$ cat config.mk
export PLATFORM = sky130hd
export DESIGN_NAME = scan_link_tx_flat
export DESIGN_NICKNAME = d
export VERILOG_FILES = /design/src/rtl/scan_link_pkg.sv /design/src/rtl/scan_link_tx_if.sv /design/src/rtl/scan_link_interval_timer.sv /design/src/rtl/scan_link_tx.sv /design/src/flat_wrapper.sv
export SDC_FILE = /design/constraint.sdc
export NUM_CORES = 1
export LEC_CHECK = 0
export BUFFER_PORTS_ARGS = -buffer_cell sky130_fd_sc_hd__clkbuf_2
export CAP_MARGIN = 20
export CORE_MARGIN = 2
export CORE_UTILIZATION = 45
export CTS_BUF_LIST = sky130_fd_sc_hd__clkbuf_4
export CTS_CLUSTER_SIZE = 16
export DETAILED_ROUTE_END_ITERATION = 10
export PLACE_DENSITY_LB_ADDON = 0.1
export SLEW_MARGIN = 25
export SYNTH_ARGS = -nofsm -noshare
export SYNTH_HDL_FRONTEND = slang
export SYNTH_HIERARCHICAL = 1
export SYNTH_SLANG_ARGS = --single-unit
export TNS_END_PERCENT = 20
$ cat constraint.sdc
create_clock -name CLK_IN -period 4.95 [get_ports CLK_IN]
set_clock_uncertainty 0.15 [all_clocks]
set_input_delay 0 -clock CLK_IN [delete_from_list [all_inputs] [get_ports CLK_IN]]
set_output_delay 0 -clock CLK_IN [all_outputs]
set_load 0.005 [all_outputs]
$ cat src/rtl/scan_link_pkg.sv
// Shared types and constants for the edge-timed scan link (transmitter and receiver).
package scan_link_pkg;

    typedef enum logic [2:0] {
        IDLE,
        SYNC,
        START,
        BIT_A,
        BIT_B,
        SCAN_WAIT,
        SCAN,
        DONE
    } state_e;

    localparam int NUM_SYNC_EDGES = 3;
    localparam int META_BITS      = 4;
    localparam int TIMER_W        = 16;
    localparam int META_IDX_W     = $clog2(META_BITS);
    localparam int SYNC_CNT_W     = $clog2(NUM_SYNC_EDGES + 1);

    // The interval timer counts down to zero, so an N-cycle gap loads N-1.
    function automatic logic [TIMER_W-1:0] reload_of(input int unsigned interval);
        return TIMER_W'(interval - 1);
    endfunction

endpackage

$ cat src/rtl/scan_link_tx_if.sv
// Host-side bundle for scan_link_tx: request/metadata inputs, link line and status outputs.
interface scan_link_tx_if;
    import scan_link_pkg::*;

    // start is a one-cycle request, accepted only while busy is low; abort wins over start.
    logic                 start;
    logic                 abort;
    logic [META_BITS-1:0] meta;
    logic [7:0]           scan_edges;
    logic                 DATA_OUT;
    logic                 edge_strobe;
    logic                 scan_pos;
    logic                 busy;
    logic                 done;
    state_e               state_dbg;

    modport master (
        output start, abort, meta, scan_edges,
        input  DATA_OUT, edge_strobe, scan_pos, busy, done, state_dbg
    );

    modport slave (
        input  start, abort, meta, scan_edges,
        output DATA_OUT, edge_strobe, scan_pos, busy, done, state_dbg
    );

endinterface

$ cat src/rtl/scan_link_interval_timer.sv
// Down-counting interval timer; expire_o pulses while enabled and the count sits at zero.
module scan_link_interval_timer
    import scan_link_pkg::*;
(
    input  logic               clk_i,
    input  logic               rst_ni,
    input  logic               load_i,
    input  logic [TIMER_W-1:0] load_val_i,
    input  logic               en_i,
    output logic               expire_o
);

    logic [TIMER_W-1:0] count_q;
    logic [TIMER_W-1:0] count_d;

    always_comb begin
        count_d = count_q;
        if (load_i) begin
            count_d = load_val_i;
        end else if (en_i && (count_q != '0)) begin
            count_d = count_q - 1'b1;
        end
    end

    always_ff @(posedge clk_i or negedge rst_ni) begin
        if (!rst_ni) begin
            count_q <= '0;
        end else begin
            count_q <= count_d;
        end
    end

    assign expire_o = en_i && (count_q == '0);

endmodule

$ cat src/rtl/scan_link_tx.sv
// Edge-timed scan link transmitter: sync edges, start edge, ratio-coded metadata, scan edge train.
// Build option SCAN_LINK_TX_TOGGLE_EN: edges toggle the DATA_OUT level instead of pulsing it.
module scan_link_tx
    import scan_link_pkg::*;
#(
    parameter int unsigned SYNC_GAP  = 64,
    parameter int unsigned BIT_SHORT = 4,
    parameter int unsigned BIT_LONG  = 12,
    parameter int unsigned SCAN_GAP  = 32,
    parameter int unsigned SCAN_HALF = 100
) (
    input logic           CLK_IN,
    input logic           rst,
    scan_link_tx_if.slave bus
);

    state_e                  state_q;
    logic [META_BITS-1:0]    meta_q;
    logic [7:0]              scan_n_q;
    logic [7:0]              scan_cnt_q;
    logic [SYNC_CNT_W-1:0]   sync_cnt_q;
    logic [META_IDX_W-1:0]   idx_q;
    logic [META_IDX_W-1:0]   idx_nxt;
    logic                    data_q;
    logic                    strobe_q;
    logic                    scan_pos_q;
    logic                    busy_q;
    logic                    done_q;

    logic                    expire;
    logic                    fire;
    logic                    tmr_en;
    logic                    tmr_load;
    logic [TIMER_W-1:0]      tmr_val;
    logic [TIMER_W-1:0]      reload_d;

    // First half of a bit is long for a 1, second half is the complement.
    function automatic logic [TIMER_W-1:0] bit_reload(input logic bit_val, input logic first_half);
        logic use_long;
        use_long = first_half ? bit_val : ~bit_val;
        return use_long ? reload_of(BIT_LONG) : reload_of(BIT_SHORT);
    endfunction

    assign idx_nxt = idx_q + 1'b1;

    // fire marks the cycle before an edge; the timer reloads with the interval that follows it.
    always_comb begin
        fire     = 1'b0;
        reload_d = '0;
        case (state_q)
            IDLE: begin
                fire     = bus.start;
                reload_d = reload_of(SYNC_GAP);
            end
            SYNC: begin
                fire     = expire;
                reload_d = reload_of(SYNC_GAP);
            end
            START: begin
                fire     = expire;
                reload_d = bit_reload(meta_q[0], 1'b1);
            end
            BIT_A: begin
                fire     = expire;
                reload_d = bit_reload(meta_q[idx_q], 1'b0);
            end
            BIT_B: begin
                fire     = expire;
                reload_d = (idx_q == META_IDX_W'(META_BITS - 1)) ? reload_of(SCAN_GAP)
                                                                  : bit_reload(meta_q[idx_nxt], 1'b1);
            end
            SCAN_WAIT: begin
                fire     = expire && (scan_n_q != '0);
                reload_d = reload_of(SCAN_HALF);
            end
            SCAN: begin
                fire     = expire && (scan_cnt_q != scan_n_q);
                reload_d = reload_of(SCAN_HALF);
            end
            default: begin
                fire     = 1'b0;
                reload_d = '0;
            end
        endcase
        if (bus.abort) begin
            fire = 1'b0;
        end
    end

    assign tmr_en   = (state_q != IDLE) && (state_q != DONE);
    assign tmr_load = fire || bus.abort;
    assign tmr_val  = fire ? reload_d : '0;

    scan_link_interval_timer u_timer (
        .clk_i      (CLK_IN),
        .rst_ni     (rst),
        .load_i     (tmr_load),
        .load_val_i (tmr_val),
        .en_i       (tmr_en),
        .expire_o   (expire)
    );

    always_ff @(posedge CLK_IN or negedge rst) begin
        if (!rst) begin
            state_q    <= IDLE;
            meta_q     <= '0;
            scan_n_q   <= '0;
            scan_cnt_q <= '0;
            sync_cnt_q <= '0;
            idx_q      <= '0;
            data_q     <= 1'b0;
            strobe_q   <= 1'b0;
            scan_pos_q <= 1'b0;
            busy_q     <= 1'b0;
            done_q     <= 1'b0;
        end else begin
            strobe_q <= fire;
`ifdef SCAN_LINK_TX_TOGGLE_EN
            data_q   <= data_q ^ fire;
`else
            data_q   <= fire;
`endif
            done_q   <= 1'b0;
            if (bus.abort && (state_q != IDLE)) begin
                state_q    <= IDLE;
                busy_q     <= 1'b0;
                scan_pos_q <= 1'b0;
                data_q     <= 1'b0;
            end else begin
                case (state_q)
                    IDLE: begin
                        if (fire) begin
                            meta_q     <= bus.meta;
                            scan_n_q   <= bus.scan_edges;
                            scan_cnt_q <= '0;
                            sync_cnt_q <= SYNC_CNT_W'(1);
                            idx_q      <= '0;
                            busy_q     <= 1'b1;
                            state_q    <= SYNC;
                        end
                    end
                    SYNC: begin
                        if (fire) begin
                            sync_cnt_q <= sync_cnt_q + 1'b1;
                            if (sync_cnt_q == SYNC_CNT_W'(NUM_SYNC_EDGES - 1)) begin
                                state_q <= START;
                            end
                        end
                    end
                    START: begin
                        if (fire) begin
                            idx_q   <= '0;
                            state_q <= BIT_A;
                        end
                    end
                    BIT_A: begin
                        if (fire) begin
                            state_q <= BIT_B;
                        end
                    end
                    BIT_B: begin
                        if (fire) begin
                            if (idx_q == META_IDX_W'(META_BITS - 1)) begin
                                state_q <= SCAN_WAIT;
                            end else begin
                                idx_q   <= idx_nxt;
                                state_q <= BIT_A;
                            end
                        end
                    end
                    SCAN_WAIT: begin
                        if (scan_n_q == '0) begin
                            state_q    <= DONE;
                            done_q     <= 1'b1;
                            busy_q     <= 1'b0;
                            scan_pos_q <= 1'b0;
                            data_q     <= 1'b0;
                        end else if (fire) begin
                            scan_cnt_q <= 8'd1;
                            scan_pos_q <= 1'b1;
                            state_q    <= SCAN;
                        end
                    end
                    SCAN: begin
                        if (scan_cnt_q == scan_n_q) begin
                            state_q    <= DONE;
                            done_q     <= 1'b1;
                            busy_q     <= 1'b0;
                            scan_pos_q <= 1'b0;
                            data_q     <= 1'b0;
                        end else if (fire) begin
                            scan_cnt_q <= scan_cnt_q + 1'b1;
                            scan_pos_q <= ~scan_pos_q;
                        end
                    end
                    DONE: begin
                        state_q <= IDLE;
                    end
                    default: begin
                        state_q <= IDLE;
                    end
                endcase
            end
        end
    end

    assign bus.DATA_OUT    = data_q;
    assign bus.edge_strobe = strobe_q;
    assign bus.scan_pos    = scan_pos_q;
    assign bus.busy        = busy_q;
    assign bus.done        = done_q;
    assign bus.state_dbg   = state_q;

endmodule
$ cat src/flat_wrapper.sv
// flat-port wrapper written by rule: the top's interface ports become plain ports
module scan_link_tx_flat import scan_link_pkg::*;
#(
    parameter int unsigned SYNC_GAP  = 64,
    parameter int unsigned BIT_SHORT = 4,
    parameter int unsigned BIT_LONG  = 12,
    parameter int unsigned SCAN_GAP  = 32,
    parameter int unsigned SCAN_HALF = 100
)
  (CLK_IN, rst, bus_start, bus_abort, bus_meta, bus_scan_edges, bus_DATA_OUT, bus_edge_strobe, bus_scan_pos, bus_busy, bus_done, bus_state_dbg);
  scan_link_tx_if bus_i ();
  input logic CLK_IN;
  input logic rst;
  input wire logic [$bits(bus_i.start)-1:0] bus_start;
  input wire logic [$bits(bus_i.abort)-1:0] bus_abort;
  input wire logic [$bits(bus_i.meta)-1:0] bus_meta;
  input wire logic [$bits(bus_i.scan_edges)-1:0] bus_scan_edges;
  output wire logic [$bits(bus_i.DATA_OUT)-1:0] bus_DATA_OUT;
  output wire logic [$bits(bus_i.edge_strobe)-1:0] bus_edge_strobe;
  output wire logic [$bits(bus_i.scan_pos)-1:0] bus_scan_pos;
  output wire logic [$bits(bus_i.busy)-1:0] bus_busy;
  output wire logic [$bits(bus_i.done)-1:0] bus_done;
  output wire logic [$bits(bus_i.state_dbg)-1:0] bus_state_dbg;
  assign bus_i.start = bus_start;
  assign bus_i.abort = bus_abort;
  assign bus_i.meta = bus_meta;
  assign bus_i.scan_edges = bus_scan_edges;
  assign bus_DATA_OUT = bus_i.DATA_OUT;
  assign bus_edge_strobe = bus_i.edge_strobe;
  assign bus_scan_pos = bus_i.scan_pos;
  assign bus_busy = bus_i.busy;
  assign bus_done = bus_i.done;
  assign bus_state_dbg = bus_i.state_dbg;
  scan_link_tx #(.SYNC_GAP(SYNC_GAP), .BIT_SHORT(BIT_SHORT), .BIT_LONG(BIT_LONG), .SCAN_GAP(SCAN_GAP), .SCAN_HALF(SCAN_HALF)) u_core (.CLK_IN(CLK_IN), .rst(rst), .bus(bus_i));
endmodule
==> summary.md, run 1 <==
| Metric | Value |
|---|---|
| Root Buffer | clkbuf_4 |
| Detail Route Antenna Nets | 0 |
| Placed cell count | 414 |
| Req. time, crit path | 5080 ps |
| # IOs | 24 |
| Multi-input logic area | 0.001710 mm² |
| FF+latch count, synth | 48 |
| Final cell count without fillers | 436 |
| Total power | roughly 0.86 mW |
| Final period util | 0.8133 |
| Worst-path fanout max | 10 |
| Post-Synthesis Cells | 317 |
| Die Y | 85.67 µm |
| Filler cell count | about 600 |
| Post-synthesis sequential area ratio | 0.4002 |
| Outcome | finished, final reports clean |
| Layout cells sized above 1 | 0.1894 |
| FP Rows | 29 |
| Max Slew Vio Count | 0 |
| Synth warnings | 6 |
| Final RePlAce weighted congestion | 0.8681 |
| Synth top area cells | dfrtp_1, o21ai_0, mux2_2, nor2_1, nand2_1 |
| Crit-path slowest cell | nor4b_1 |
| R2r startpoint | u_core/u_timer/count_q[0]$_DFFE_PN0P_ |
| CTS Buf Count | 5 |
| Clock buffer depth | 2 |
| CP Data Arrival Time | 4150 ps |
| Area Overhead vs Synth | 13.63% |
| Hold crit path type | in2reg |
| WP buf/inv | 2 |
| GR Util met3 | 0.03465 |
| Setup Viol. Count Final | 0 |
| Grt ovf | 0 |
| Crit-path cells | inv_1 > ha_1 > nor4b_1 > nand4_1 > nor2_1 > inv_1 > nor3_1 > o41ai_4 > and2_1 > or3_4 > mux2_4 |
| Levels on crit path | 11 |
| Max incr delay on CP | slightly above 800 ps |
| Initial DRC count | between 200 and 250 |
| Antenna violations before repair | 0 |
| Skew-Pair Late Insertion Delay | 370 ps |
| Pleak | 1.474 nW |
| Seq. cell area | 0.001201 mm² |
| RSZ-0062 raised after global routing | no |
| Final setup TNS | 0 ps |
| Port buffer count | 23 |
| Async set-or-reset flop fraction in the synthesized netlist | 1.000 |
| Reg2reg end | u_core/idx_q[0]$_DFFE_PN0P_ |
| Routed WL per cell | 15.76 µm |
| Max-cap check violation count | 0 |
| Post-route DRC | 0 |
| Hold Slack | around 28 ps |
| Crit path to | u_core/idx_q[0]$_DFFE_PN0P_ |
| Worst IR Drop VDD | 160.1 µV |
| Chip Width | 85.67 µm |
| Dominant synthesized flop cell | dfrtp_1 |
| Cell variety after synth | a little over 60 |
| Clk pin slew, worst setup/hold paths | 140 ps |
| Placed Area | 0.003191 mm² |
| Yosys top cell by area | dfrtp_1 |
| Final setup margin | 924.0 ps |
| Hold Vio Cnt, Final | 0 |
| Syn Area/Cell | 9.469 µm² |
| Number of setup buffers added after CTS | 0 |
| Core Util, Final | 0.5341 |
| Core ar. | 0.006386 mm² |
| Largest net degree at the start of global routing | 49 |
| First-pass GRT wire length | between 10 and 15 mm |
| Fin crit period | slightly above 4000 ps |
| Power Dens Cells | 251.0 mW/mm² |
| # nets final | 378 |
| Hold Crit Start | bus_start |
| CP endpoint kind | flop |
| Overall Global Routing Usage | 0.2022 |
| Crit path max-delay family | simple AND/OR/NAND/NOR gates |
| Diode count | 0 |
| Met1 GRT Util | 0.3021 |
| Number of global-route vias before repair | between 2000 and 2500 |
| Most common cell on crit path | inv_1 |
| Post-DR vias/cell | 5.920 |
| Die area | between 0.007 and 0.008 mm² |
| H-tree Lvls | 2 |
| CTS Sinks | 48 |
| Routed WL | 6.873 mm |
| Cell with the most instances after synthesis | dfrtp_1 |
| Starting Density | 0.4700 |
| Flop2flop setup slack | 920 ps |
| Worst Setup Slack post-DPL | 1012 ps |
| CTS tree | done |
| Most frequent cells after synthesis | dfrtp_1, nor2_1, o21ai_0 |
| Crit path kind | reg2reg |
| Resized Gates After CTS | 0 |
| Post-route design area | 0.003411 mm² |
| Slew @ Worst Pin | 980.3 ps |
| Slew HR | 0.3373 |
| 1st-pass router iterations | 5 |
| Max Freq | 0.2484 GHz |
| DR vias | roughly 2600 |
| Hold Path Depth | 4 |
| Worst setup SP type | flop |
| Post-synth EDFFs | 0 |
| Hpwl dp | 4.880 mm |
| Synth top area share | 0.4002 |
| M2 GR Usage | 0.3075 |
| Reg2reg path depth | 11 |
| Mapped cell area | 0.003002 mm² |
| Critical path origin | u_core/u_timer/count_q[0]$_DFFE_PN0P_ |
| Global routing's busiest layer | met2 |
report_power, final:
part	internal [mW]	switching, mW
registers	0.426	0.0421
clock network	0.105	0.129
logic	0.0741	0.0793
total	0.605	0.251
sequential cells by signal (all words and copies together), names as in the netlist:
name,flops
u_core/sync_cnt_q,2
u_core/bus.busy,1
u_core/bus.DATA_OUT,1
u_core/bus.state_dbg,3
u_core/scan_cnt_q,8
u_core/idx_q,2
u_core/bus.scan_pos,1
u_core/bus.edge_strobe,1
u_core/scan_n_q,8
u_core/u_timer/count_q,16
u_core/bus.done,1
u_core/meta_q,4
worst min-delay path by stage:
stage	end	slack, ps
floorplan	u_core/bus.DATA_OUT$_DFF_PN0_	-450
global placement	u_core/sync_cnt_q[0]$_DFFE_PN0P_	-8
detailed placement	u_core/sync_cnt_q[0]$_DFFE_PN0P_	1
CTS	u_core/bus.busy$_DFFE_PN0P_	7
global route	u_core/bus.busy$_DFFE_PN0P_	2
finish	u_core/bus.busy$_DFFE_PN0P_	30
area by class of cell:
cell class,instances,area share
Multi-Input combinational cell,251,0.5015
Sequential cell,48,0.3522
Timing Repair Buffer,40,0.08144
Tap cell,77,0.02825
Inverter,12,0.01321
Clock inverter,3,0.01247
Clock buffer,5,0.01101
cell families (layout without fill, tap and decap cells):
group,after synthesis,in the layout,synth area share
AOI/OAI and AO/OA,85,85,0.1951
buffers and inverters,26,60,0.04001
xor gates and xnor gates,10,10,0.02918
muxes,19,19,0.08045
DFF,48,48,0.4002
and+or+nand+nor,124,124,0.2372
adders and majority gates,4,4,0.01667
other,1,9,0.001249
routing by layer:
| layer | vias to the layer above | wire [µm] |
|---|---|---|
| li1 | 1257 | - |
| met1 | 1232 | 3494 |
| met2 | 83 | 2930 |
| met3 | 9 | 376 |
| met4 | 0 | 72 |
| met5 | - | 0 |
cells in the final DEF (no fill, tap or decap), drive strengths merged, types with 2 or more instances in the layout:
master	count
dfrtp	48
o21ai	31
nor2	30
clkbuf	28
nand2	23
mux2	15
dlygate4sd3	14
inv	12
a31oi	11
a21oi	9
conb	9
xor2	8
nor3	8
or3	8
nor4	8
nor2b	7
o31ai	7
or4	7
nand3	6
nand2b	5
and2	5
o41ai	5
and3	4
ha	4
a22oi	3
buf	3
nand4	3
or4b	3
a21o	2
mux4	2
o22ai	2
nand3b	2
o21a	2
a211o	2
mux2i	2
a41oi	2
xnor2	2
worst min-delay path, cell delays in order:
cell      delay, ps
clkbuf_2        100
and2_1          180
o21ai_0         170
a21oi_1          70
what timing repair did:
item,CTS,global route
endpoints found under the hold margin,63,0
endpoints found under the setup margin,0,0
hold buffers,14,0
Power figures use the tool's default switching activity.
==> run 2: changes to the inputs <==
==> constraint.sdc (replaced) <==
create_clock -name CLK_IN -period 4.1 [get_ports CLK_IN]
set_clock_uncertainty 0.15 [all_clocks]
set_input_delay 0 -clock CLK_IN [delete_from_list [all_inputs] [get_ports CLK_IN]]
set_output_delay 0 -clock CLK_IN [all_outputs]
set_load 0.005 [all_outputs]
==> summary.md, run 2 (synthesis results as in run 1) <==
| Metric | Value |
|---|---|
| Top flop regs | u_core/u_timer/count_q x16, u_core/scan_cnt_q x8, u_core/scan_n_q x8 |
| Initial DRC count | 200 |
| Filler cell count | 601 |
| Final RePlAce weighted congestion | 0.8365 |
| Largest Register | u_core/u_timer/count_q |
| Skew-Pair Late Insertion Delay | 360 ps |
| Fin crit period | 3459 ps |
| Grt ovf | 0 |
| Final setup TNS | 0 ps |
| Outcome | finished, final reports clean |
| Slew @ Worst Pin | 695.6 ps |
| Post-route DRC | 0 |
| Overall Global Routing Usage | 0.2014 |
| Port buffer count | 23 |
| CP endpoint kind | flop |
| FP Rows | 29 |
| WP buf/inv | 2 |
| Most common cell on crit path | nor2_1 |
| Max Slew Vio Count | 0 |
| First-pass GRT wire length | 11.90 mm |
| Max-cap check violation count | 0 |
| Crit path max-delay family | simple AND/OR/NAND/NOR gates |
| Core ar. | 0.006386 mm² |
| R2r startpoint | u_core/bus.state_dbg[1]$_DFFE_PN0P_ |
| Worst IR Drop VDD | 211.1 µV |
| Worst setup SP type | flop |
| Clk pin slew, worst setup/hold paths | 140 ps |
| Routed WL | 6.843 mm |
| Crit path kind | reg2reg |
| Req. time, crit path | 4200 ps |
| Power Dens Cells | 298.8 mW/mm² |
| Post-DR vias/cell | 5.773 |
| Detail Route Antenna Nets | 0 |
| Area Overhead vs Synth | 14.80% |
| H-tree Lvls | 2 |
| Clock buffer depth | 2 |
| Multi-input logic area | 0.001710 mm² |
| Final period util | 0.8437 |
| Routed WL per cell | 15.52 µm |
| # IOs | 24 |
| Pleak | between 1 and 1.5 nW |
| Max Freq | 0.2891 GHz |
| Crit-path cells | and3_1 > nor2_1 > buf_4 > nand4_1 > nor2_1 > inv_1 > nor3_1 > o41ai_4 > and2_1 > or3_4 > mux2_4 |
| Setup Viol. Count Final | 0 |
| Hpwl dp | about 4.8 mm |
| # nets final | 383 |
| CP Data Arrival Time | 3560 ps |
| Final cell count without fillers | 441 |
| Die Y | 85.67 µm |
| Chip Width | 85.67 µm |
| Slew HR | 0.5357 |
| Placed cell count | 418 |
| Max incr delay on CP | 610 ps |
| Diode count | 0 |
| Max reg flops | 16 |
| Number of setup buffers added after CTS | 0 |
| DR vias | 2546 |
| Hold Vio Cnt, Final | 0 |
| Commonest non-fill, non-tap cell in the layout | dfrtp_1 |
| Most frequent cells in the layout | dfrtp_1, nor2_1, o21ai_0, clkbuf_2, nand2_1 |
| Crit-path slowest cell | dfrtp_1 |
| Reg2reg end | u_core/idx_q[1]$_DFFE_PN0P_ |
| Root Buffer | clkbuf_4 |
| Flop2flop setup slack | roughly 640 ps |
| Number of global-route vias before repair | 2460 |
| Die area | 0.007339 mm² |
| Hold crit path type | in2async |
| Layout cells sized above 1 | 0.1923 |
| RSZ-0062 raised after global routing | no |
| Largest net degree at the start of global routing | approximately 50 |
| Starting Density | 0.4700 |
| Worst-path fanout max | 20 |
| CTS Sinks | 48 |
| CTS Buf Count | 5 |
| Seq. cell area | 0.001201 mm² |
| CTS tree | done |
| Antenna violations before repair | 0 |
| 1st-pass router iterations | 4 |
| Reg2reg path depth | 11 |
==> run 2: repair_timing <==
item	in CTS	in global routing
gates resized for setup	0	0
hold buffers	15	0
endpoints found under the hold margin	65	0
==> run 2: how the worst max path moves through the flow <==
stage | startpoint | slack (ps) | depth (start not counted) | end
2_1_floorplan | u_core/u_timer/count_q[0]$_DFFE_PN0P_ | 660 | 12 | u_core/idx_q[0]$_DFFE_PN0P_
3_3_place_gp | u_core/bus.state_dbg[1]$_DFFE_PN0P_ | 780 | 11 | u_core/idx_q[0]$_DFFE_PN0P_
3_5_place_dp | u_core/bus.state_dbg[1]$_DFFE_PN0P_ | 680 | 11 | u_core/idx_q[0]$_DFFE_PN0P_
4_1_cts | u_core/bus.state_dbg[1]$_DFFE_PN0P_ | 630 | 11 | u_core/idx_q[1]$_DFFE_PN0P_
5_1_grt | u_core/bus.state_dbg[1]$_DFFE_PN0P_ | 360 | 11 | u_core/idx_q[0]$_DFFE_PN0P_
6_report | u_core/bus.state_dbg[1]$_DFFE_PN0P_ | 640 | 11 | u_core/idx_q[1]$_DFFE_PN0P_
==> run 2: cell type report <==
| type | count | area share |
|---|---|---|
| Clock buffer | 5 | 0.01089 |
| Clock inverter | 3 | 0.01089 |
| Inverter | 12 | 0.01307 |
| Multi-Input combinational cell | 251 | 0.4964 |
| Sequential cell | 48 | 0.3486 |
| Tap cell | 77 | 0.02796 |
| Timing Repair Buffer | 45 | 0.09223 |
==> run 2: worst reg2reg max path, delay by kind of cell (launching register included) <==
kind | cells | cell delay [ps]
buffers and inverters | 2 | 260
AOI/OAI and AO/OA | 1 | 160
muxes | 1 | 300
DFF | 1 | 610
and+or+nand+nor | 7 | 1880
==> run 2: report_power, final <==
group	switching (mW)	leakage, nW	total, mW	internal [mW]
combinational	0.0967	0.856	0.190	0.0929
clock	0.152	0.0403	0.277	0.125
sequential	0.0492	0.601	0.563	0.514
==> run 2: per-stage QoR <==
step	hold slack (ps)	utilization	power [mW]	cell area, µm²	setup slack (ps)
after detailed placement	-0.7455	0.5043	0.7514	3221	683.1
final	115.4	0.5396	1.030	3446	640.9
after global placement	-1.973	0.5043	0.7464	3221	778.1
after global routing	166.5	0.5396	1.097	3446	363.1
after CTS	118.9	0.5396	1.046	3446	631.1
after floorplan	-445.6	-	0.6922	3032	662.5
==> run 2: per-layer routing <==
layer | share of wire | vias up | global-route usage | wire, µm
li1 | - | 1259 | - | -
met1 | 0.52 | 1217 | 0.3034 | 3561
met2 | 0.43 | 66 | 0.3097 | 2909
met3 | 0.048 | 4 | 0.02984 | 326
met4 | 0.0066 | 0 | 0.04040 | 45
met5 | 0 | - | 0 | 0
==> run 3: changes to the inputs <==
==> constraint.sdc (replaced) <==
create_clock -name CLK_IN -period 3.4 [get_ports CLK_IN]
set_clock_uncertainty 0.15 [all_clocks]
set_input_delay 0 -clock CLK_IN [delete_from_list [all_inputs] [get_ports CLK_IN]]
set_output_delay 0 -clock CLK_IN [all_outputs]
set_load 0.005 [all_outputs]
==> summary.md, run 3 (synthesis results as in run 1) <==
| Metric | Value |
|---|---|
| Placed Area | 0.003304 mm² |
| Root Buffer | clkbuf_4 |
| Total power | 1.189 mW |
| Resized Gates After CTS | 0 |
| Routed WL | a little over 7 mm |
| Worst-path fanout max | 10 |
| Largest Register | u_core/u_timer/count_q |
| CTS Buf Count | 5 |
| Die Y | ~86 µm |
| Number of setup buffers added after CTS | 0 |
| Number of global-route vias before repair | ~2500 |
| Outcome | finished, final reports clean |
| Overall Global Routing Usage | 0.2083 |
| Final RePlAce weighted congestion | 0.8602 |
| Detail Route Antenna Nets | 0 |
| Final setup margin | 303.5 ps |
| Top flop regs | u_core/u_timer/count_q x16, u_core/scan_cnt_q x8, u_core/scan_n_q x8 |
| Port buffer count | 23 |
| Diode count | 0 |
| DR vias | 2626 |
| Grt ovf | 0 |
| Skew-Pair Late Insertion Delay | roughly 380 ps |
| First-pass GRT wire length | 12.12 mm |
| Final cell count without fillers | 452 |
| CTS Sinks | 48 |
| CP endpoint kind | flop |
| Met1 GRT Util | 0.3192 |
| Max reg flops | 16 |
| Setup Viol. Count Final | 0 |
| Area Overhead vs Synth | 17.13% |
| Most frequent cells in the layout | dfrtp_1, o21ai_0, nor2_1, clkbuf_2, nand2_1 |
| Hold crit path type | in2async |
| Max Freq | between 0.3 and 0.4 GHz |
| Routed WL per cell | 15.61 µm |
| Starting Density | 0.4700 |
| Slew @ Worst Pin | 776.6 ps |
| Placed cell count | about 430 |
| FP Rows | 29 |
| Slew HR | 0.4806 |
| Req. time, crit path | 3530 ps |
| Core Util, Final | 0.5505 |
| Antenna violations before repair | 0 |
| Core ar. | 0.006386 mm² |
| Hold Slack | 50.91 ps |
| Worst setup SP type | flop |
| Filler cell count | around 600 |
| Commonest non-fill, non-tap cell in the layout | dfrtp_1 |
| Largest net degree at the start of global routing | 32 |
| Clock buffer depth | 2 |
| Post-route DRC | 0 |
| Layout cells sized above 1 | 0.2213 |
| M2 GR Usage | 0.3011 |
| Power Dens Cells | 338.2 mW/mm² |
| Final setup TNS | 0 ps |
| CP Data Arrival Time | roughly 3200 ps |
| Worst IR Drop VDD | about 210 µV |
| Post-DR vias/cell | 5.810 |
| Fin crit period | 3096 ps |
| Hpwl dp | 5.168 mm |
| Hold Vio Cnt, Final | 0 |
| Die area | 0.007339 mm² |
| Clk pin slew, worst setup/hold paths | approximately 140 ps |
| RSZ-0062 raised after global routing | no |
| Final period util | 0.9107 |
| Worst Setup Slack post-DPL | about 350 ps |
| CTS tree | done |
| Pleak | 1.544 nW |
| Max-cap check violation count | 0 |
| # nets final | 394 |
| H-tree Lvls | 2 |
| 1st-pass router iterations | 4 |
| GR Util met3 | 0.02984 |
| # IOs | 24 |
| Crit path kind | reg2reg |
| Max Slew Vio Count | 0 |
| Global routing's busiest layer | met1 |
| Chip Width | 85.67 µm |
| Post-route design area | around 0.0035 mm² |
| Initial DRC count | 158 |
run 3: timing repair:
item	in CTS	in global routing
setup endpoints to repair	0	0
hold buffers	16	0
hold endpoints to repair	64	0
run 3: final timing paths:
| path | start | slack (ps) | cells after the start | endpoint |
|---|---|---|---|---|
| setup / recovery | u_core/u_timer/count_q[0]$_DFFE_PN0P_ | 300 | 11 | u_core/idx_q[1]$_DFFE_PN0P_ |
| hold / removal | rst | 50 | 3 | u_core/scan_cnt_q[2]$_DFFE_PN0P_ |
| setup reg to reg | u_core/u_timer/count_q[0]$_DFFE_PN0P_ | 300 | 11 | u_core/idx_q[1]$_DFFE_PN0P_ |
| hold reg to reg | u_core/sync_cnt_q[1]$_DFFE_PN0P_ | 370 | 2 | u_core/sync_cnt_q[1]$_DFFE_PN0P_ |
| max in group asynchronous | rst | 1980 | 3 | u_core/bus.state_dbg[1]$_DFFE_PN0P_ |
| min in group CLK_IN | bus_scan_edges[4] | 230 | 3 | u_core/scan_n_q[4]$_DFFE_PN0P_ |
run 3: per-layer routing:
layer  share of wire  wire length [µm]
met5               0                 0
met4           0.012                85
met3           0.039               278
met2            0.43              3024
met1            0.52              3668
run 3: worst max-delay path, stage by stage, from the launching register on:
cell     delay [ps]
dfrtp_1         440
inv_1            70
ha_1            200
nor4b_2         270
nand4_1         160
nor2_1          230
inv_1           110
nor3_1          320
o41ai_4         160
and2_1          210
or3_4           380
mux2_4          300
run 3: area by class of cell:
class	count	area (µm²)	share of cell area
clock inverters	3	13.76	0.003915
inverters	12	45.04	0.01281
clock buffers	5	37.54	0.01068
well taps	77	96.34	0.02740
flip-flops and latches	48	1201	0.3416
repair buffers	56	402.9	0.1146
multi-input cells	251	1719	0.4890
run 3: power by group:
part	internal [mW]	total [mW]	switching [mW]
Combinational	0.120	0.241	0.120
Clock	0.0764	0.270	0.193
Sequential	0.620	0.679	0.0589
Total	0.817	1.19	0.372
